<file path="src/rtl/spi_slave_core.sv">
// spi_slave_core: oversampled SPI target with one-entry TX/RX buffers, all CPOL/CPHA modes, MSB/LSB framing
module spi_slave_core #(
  parameter int DATA_WIDTH = 8,
  parameter logic [DATA_WIDTH-1:0] FILL_WORD = '1
) (
  input  logic                  clk_i,
  input  logic                  rst_n_i,
  input  logic                  en_i,
  input  logic                  cpol_i,
  input  logic                  cpha_i,
  input  logic                  lsb_i,
  input  logic                  clr_i,
  input  logic                  spi_sck_i,
  input  logic                  spi_nss_i,
  input  logic                  spi_mosi_i,
  output logic                  spi_miso_o,
  output logic                  spi_miso_en_o,
  input  logic                  tx_valid_i,
  output logic                  tx_ready_o,
  input  logic [DATA_WIDTH-1:0] tx_data_i,
  output logic                  rx_valid_o,
  input  logic                  rx_ready_i,
  output logic [DATA_WIDTH-1:0] rx_data_o,
  output logic                  busy_o,
  output logic                  ovf_o,
  output logic                  udf_o
);
  localparam int CW = $clog2(DATA_WIDTH);
  typedef enum logic [1:0] {IDLE, LOAD, SHIFT} state_t;
  state_t state, state_n;
  logic [2:0] sck_s, nss_s;
  logic [1:0] mosi_s;
  logic [DATA_WIDTH-1:0] tx_buf, tx_sr, rx_sr, rx_word;
  logic [CW-1:0] cnt;
  logic tx_full, skip;
  logic active, nss_fall, sck_rise, sck_fall, in_shift, sample, shift, done, load, accept;
  always_ff @(posedge clk_i or negedge rst_n_i)
    if (!rst_n_i) begin
      sck_s  <= '0;
      nss_s  <= '1;
      mosi_s <= '0;
      state  <= IDLE;
    end else begin
      sck_s  <= {sck_s[1:0], spi_sck_i};
      nss_s  <= {nss_s[1:0], spi_nss_i};
      mosi_s <= {mosi_s[0], spi_mosi_i};
      state  <= state_n;
    end
  always_comb begin
    active        = en_i & ~nss_s[1];
    nss_fall      = nss_s[2] & ~nss_s[1];
    sck_rise      = sck_s[1] & ~sck_s[2];
    sck_fall      = ~sck_s[1] & sck_s[2];
    in_shift      = state == SHIFT;
    sample        = in_shift & active & ((cpol_i == cpha_i) ? sck_rise : sck_fall);
    shift         = in_shift & active & ((cpol_i == cpha_i) ? sck_fall : sck_rise);
    rx_word       = lsb_i ? {mosi_s[1], rx_sr[DATA_WIDTH-1:1]} : {rx_sr[DATA_WIDTH-2:0], mosi_s[1]};
    done          = sample & (cnt == CW'(DATA_WIDTH - 1));
    load          = (state == LOAD) | done;
    accept        = tx_valid_i & ~tx_full;
    state_n       = !active ? IDLE : (state == IDLE) ? (nss_fall ? LOAD : IDLE) : SHIFT;
    spi_miso_en_o = in_shift;
    busy_o        = in_shift;
    spi_miso_o    = in_shift & (lsb_i ? tx_sr[0] : tx_sr[DATA_WIDTH-1]);
    tx_ready_o    = ~tx_full;
  end
  always_ff @(posedge clk_i or negedge rst_n_i)
    if (!rst_n_i) begin
      tx_buf     <= '0;
      tx_full    <= 1'b0;
      tx_sr      <= '0;
      rx_sr      <= '0;
      cnt        <= '0;
      skip       <= 1'b0;
      rx_data_o  <= '0;
      rx_valid_o <= 1'b0;
      ovf_o      <= 1'b0;
      udf_o      <= 1'b0;
    end else begin
      if (accept) tx_buf <= tx_data_i;
      tx_full <= accept | (tx_full & ~load);
      // a word completing mid-stream reloads TX and skips the shift edge that follows
      if (load) tx_sr <= tx_full ? tx_buf : FILL_WORD;
      else if (shift && !skip) tx_sr <= lsb_i ? tx_sr >> 1 : tx_sr << 1;
      skip <= load ? ((state == LOAD) ? cpha_i : 1'b1) : shift ? 1'b0 : skip;
      cnt  <= load ? '0 : sample ? cnt + 1'b1 : cnt;
      if (sample) rx_sr <= rx_word;
      if (done && (!rx_valid_o || rx_ready_i)) begin
        rx_data_o  <= rx_word;
        rx_valid_o <= 1'b1;
      end else if (rx_valid_o && rx_ready_i) rx_valid_o <= 1'b0;
      ovf_o <= (done & rx_valid_o & ~rx_ready_i) | (ovf_o & ~clr_i);
      udf_o <= (load & ~tx_full) | (udf_o & ~clr_i);
    end
endmodule

</file>
<file path="config.mk">
export PLATFORM = sky130hd
export DESIGN_NAME = spi_slave_core
export DESIGN_NICKNAME = d
export VERILOG_FILES = /design/src/rtl/spi_slave_core.sv
export SDC_FILE = /design/constraint.sdc
export NUM_CORES = 1
export LEC_CHECK = 0
export CORE_MARGIN = 2
export CORE_UTILIZATION = 58
export DETAILED_ROUTE_END_ITERATION = 7
export PLACE_DENSITY = 0.84
export SLEW_MARGIN = 20
export SYNTH_ARGS = -nofsm -noshare
export SYNTH_HDL_FRONTEND = slang
export SYNTH_SLANG_ARGS = --single-unit
</file>
<file path="constraint.sdc">
create_clock -name clk_i -period 2.5 [get_ports clk_i]
set_input_delay 0.375 -clock clk_i [delete_from_list [all_inputs] [get_ports clk_i]]
set_output_delay 0.375 -clock clk_i [all_outputs]
set_load 0.005 [all_outputs]
</file>
Yosys cells after proc, flatten, opt, wreduce, memory -nomap -nowiden
Cells that the tools add are included.
Word-level totals
  output and inout port bits: 15
  word-level logic and storage cells: 75
  register bits after elaboration: 50
  input bits: 20
Operators by class
  bitwise gates (word level): 27
  $add $sub $neg: 1
  reduce and logical (&&, ||, !) cells: 11
  equal/unequal tests: 4
  multiplexer cells: 18
Operators with widths (number)
  2-to-1 mux 8 bit: 5
  AND 1 bit: 16
  2-to-1 mux 1 bit: 9
  nonzero test 2 bit: 4
  NOT 1 bit: 7
  2-to-1 mux 3 bit: 2
  2-to-1 mux 2 bit: 2
  bitwise OR 1 bit: 4
  adder 3 x 1 -> 3 bit, second input constant: 1
  equality test 3 bit, second input constant: 1
  logical AND 1 bit: 3
  equality test 2 x 1 -> 1 bit, second input constant: 1
  equality test 2 bit, second input constant: 1
  logical NOT 1 bit: 2
  logical NOT 2 bit: 1
  equality test 1 bit: 1
  logical OR 1 bit: 1

Depth between registers and ports, before layout
  word-level depth: 9
  gate-level depth with buffers: 6
  mapped depth without buffers: 5

Worst setup path before layout
No wires, ideal clock.
  path type: input port to flip-flop
  start: input port lsb_i
  end: register rx_data_o[1]
  setup time: 0.125 ns
  slack: 0.786 ns
  stages: 4
  required time: 2.375 ns
  path buffers: 2
  arrival: 1.589 ns
  cells stage by stage: buf_2 -> buf_1 -> mux2_2 -> mux2_2
On the way
  longest elaborated chain between the ends: 1
RTL lines
  start: declaration: line 11  | input logic lsb_i,
  2-to-1 mux 8 bit: line 57  | rx_word = lsb_i ? {mosi_s[1], rx_sr[DATA_WIDTH-1:1]} : {rx_sr[DATA_WIDTH-2:0], mosi_s[1]};
  end signal: assignment: line 89  | rx_data_o <= rx_word;
  end: declaration: line 23  | output logic [DATA_WIDTH-1:0] rx_data_o,
Every way passes these cells.
A chain may end at the register's enable or synchronous reset.

Final worst setup path
  start: register cnt[0]
  end: register rx_data_o[1]
On the way
  longest elaborated chain between the ends: 3
RTL lines
  start: declaration: line 34  | logic [CW-1:0] cnt;
  start signal: assignment: line 86  | cnt <= load ? '0 : sample ? cnt + 1'b1 : cnt;
  equality test 3 bit: line 58  | done = sample & (cnt == CW'(DATA_WIDTH - 1));
  AND 1 bit: line 58
  logical AND 1 bit: line 88  | if (done && (!rx_valid_o || rx_ready_i)) begin
Every way passes these cells.

==> results.md <==
* Setup crit end kind: register
* DRT iter0 DRCs at 104
* Std-Cell Rows at 23
* Max-cap check violation count at 0
* Nets at 257
* Multi-input logic area at 1050 um2
* Post-Syn Area per Cell at around 12 um2
* Layout cells sized above 1 at 0.254
* Post-CTS sizing at 0
* Leak at 1.29 nW
* Met3 WL at ~300 um
* Crit-path slowest cell: ha_1
* Most frequent cells in the layout: dfrtp_1, clkdlybuf4s50_1, mux2_2
* CP Launch Type: register
* Final min period at 2.09 ns
* Fin cells at 286
* Top cells by area, synth: dfrtp_1, mux2_2, mux2i_1
* Clock slew seen by the registers of the worst setup and hold paths at 0.09 ns
* Die Wd at 68.1 um
* CTS Hold Bufs at 1
* DR DRC count at 0
* Worst setup margin at just over 0.4 ns
* Hold Path Class: reg -> reg
* Seq pwr share at 0.512
* Initial Utilization at 0.600
* Most used cell, CP: ha_1
* ANT cells at 0
* Status: finished, final reports clean
* Synth-to-layout area growth at 22.3%
* Setup CP Type: reg -> reg
* Critical path fanouts, max at 13
* Seq/Total Area, Yosys at 0.527
* Fillers at between 200 and 300
* Synth top area share at 0.493
* Placed Area at 2790 um2
* Syn_nets at 219
* Critical path cell sequence: ha_1 > ha_1 > nand2_1 > nor3_4 > mux2_2
* Fmax at 0.478 GHz
* # port buffers at 34
* FF+latch count, synth at 50
* Worst Path Required at 2.70 ns
* Tot Pwr at 0.00207 W
* Final global-route overflow total at 0
* Mapped Cells at 197
* Post-Route Setup TNS at 0 ns
* CTS tree: built
* DRT antenna net count at 0
* Worst Path Arrival at 2.29 ns
* Drt pass-1 iters at 4
* Vias in the first global route at between 1500 and 2000
* Reg area at 1250 um2
* Slew margin rel. at 0.390
* Synth cell types at 40
* P_int at 0.00150 W
* Final setup fails at 0
* Global-route wire length before repair at 8440 um
* Slew @ Worst Pin at 0.914 ns
* Hpwl dp at 3690 um
* Clock sink count at 50
* Via density per instance at 6.00
* Mapped Area at 2380 um2
* Most common cell after layout, fill and taps aside: dfrtp_1
* Post-route met1 wirelength at 2080 um
* Largest net degree at the start of global routing at 21
* Design area at just under 3000 um2
* Maximum clock insertion buffer count at 2
* Initial antenna violation count at 0
* Pins Over Slew Limit at 0
* Avg WL per Cell at 18.1 um
* Comb power frac at 0.209
* P_sw at between 0.0005 and 0.0006 W
* RSZ-0062 raised after global routing: no
* YS warnings at 0
* Final count of hold timing violations at 0
* CORE AREA at 3970 um2
* Clock power share at 0.279
* GRT Total Usage at 0.256
* Setup Slack @ Placement at 0.190 ns
* DR vias at 1717
* Die area at 4640 um2
* Setup Buffers After CTS at 0
* # placed instances at about 280
* Layout Skew at approximately 0.0079 ns
* WL met2 at 2660 um
* Crit-path max cell delay at 0.48 ns
* CTS Root Cell: clkbuf_8
* GPL Wtd Cong at 0.903
* Num ports at 35
* DR top layer: met4
* Die height at 68.1 um
* Clock latency on the worst-skew pair at 0.31 ns
* H-tree level count at 2
* Final Cycle Share at 0.836
* Peak VDD IR at 0.448 mV
* Sw frac at 0.274
* Cts bufs inserted at 5
* Detailed Route WL at 5170 um
* PwrDens at 709 nW/um2
* Post-synth top area cell: dfrtp_1
## cell usage after synthesis, drive strengths merged
library cell and number:
inv 4, o21a 2, nand3 9, o22ai 2
buf 6, dfstp 3, a211o 2, mux2i 9
or2 1, ha 2, and4bb 1, o21ai 12
nor3 8, a21o 1, nand2 12, a31oi 1
dfrtp 47, clkbuf 7, a21boi 1, nor3b 1
nand3b 1, nor2b 6, nand2b 10, nand4b 2
a21oi 2, xnor2 1, a311o 6, or3 1
a22oi 1, nor2 1, and4b 1, mux2 33
nor4b 1
## power by group through the flow
stage / Combinational (W) / Sequential, W / Clock, W
final: 0.000432 / 0.00106 / 0.000578
after global routing: 0.000471 / 0.00107 / 0.000624
after CTS: 0.000435 / 0.00105 / 0.000587
after detailed placement: 0.000427 / 0.00107 / 0
after global placement: 0.000404 / 0.00106 / 0
after floorplan: 0.000319 / 0.00102 / 0
## flip-flops by register name, indices dropped and copies added (netlist names)
name	cells
tx_sr	8
ovf_o	1
udf_o	1
sck_s	3
nss_s	3
rx_data_o	8
rx_valid_o	1
state	2
tx_buf	8
tx_full	1
mosi_s	2
cnt	3
skip	1
rx_sr	8
## stage by stage
stage,hold slack (ns),util
global placement,0.323,0.702
global route,0.366,0.734
floorplan,0.0794,-
detailed placement,0.336,0.702
CTS,0.362,0.734
finish,0.361,0.734
## worst max-delay path, delay by kind of cell, from the launching register on
| family | cells | cell delay, ns |
|---|---|---|
| and+or+nand+nor | 2 | 0.58 |
| DFF | 1 | 0.37 |
| adders and majority gates | 2 | 0.63 |
| muxes | 1 | 0.40 |
## per-layer routing
layer,track usage,vias to the layer above
li1,-,789
met1,0.310,857
met2,0.434,57
met3,0.0592,14
met4,0.118,0
met5,0,-
## layout make-up
cell class	instances	area share
clock buffers	5	0.0236
clock inverters	3	0.0163
well taps	50	0.0215
repair buffers	44	0.142
flip-flops and latches	50	0.430
inverters	4	0.00515
multi-input cells	130	0.361
## final timing paths
| kind | slack [ns] | start | endpoint | cells past startpoint |
|---|---|---|---|---|
| max | 0.41 | cnt[0] | rx_data_o[1] | 5 |
| min | 0.36 | nss_s[0] | nss_s[1] | 0 |
| max reg2reg | 0.41 | cnt[0] | rx_data_o[1] | 5 |
| min reg2reg | 0.36 | nss_s[0] | nss_s[1] | 0 |
| max in group asynchronous | 1.30 | rst_n_i | nss_s[1] | 3 |
| min in group asynchronous | 0.54 | rst_n_i | rx_data_o[4] | 2 |
## logic make-up (layout without fill, tap and decap cells)
logic type | count (synthesis) | in the layout | synth area share
AO/OA/AOI/OAI | 30 | 30 | 0.0919
XOR/XNOR | 1 | 1 | 0.00683
adder cells (fa/ha/maj) | 2 | 2 | 0.0105
buffers and inverters | 17 | 56 | 0.0315
flip-flops | 50 | 50 | 0.527
multiplexers | 42 | 42 | 0.197
AND/OR/NAND/NOR | 55 | 55 | 0.136
(Power assumes the default switching activity.)
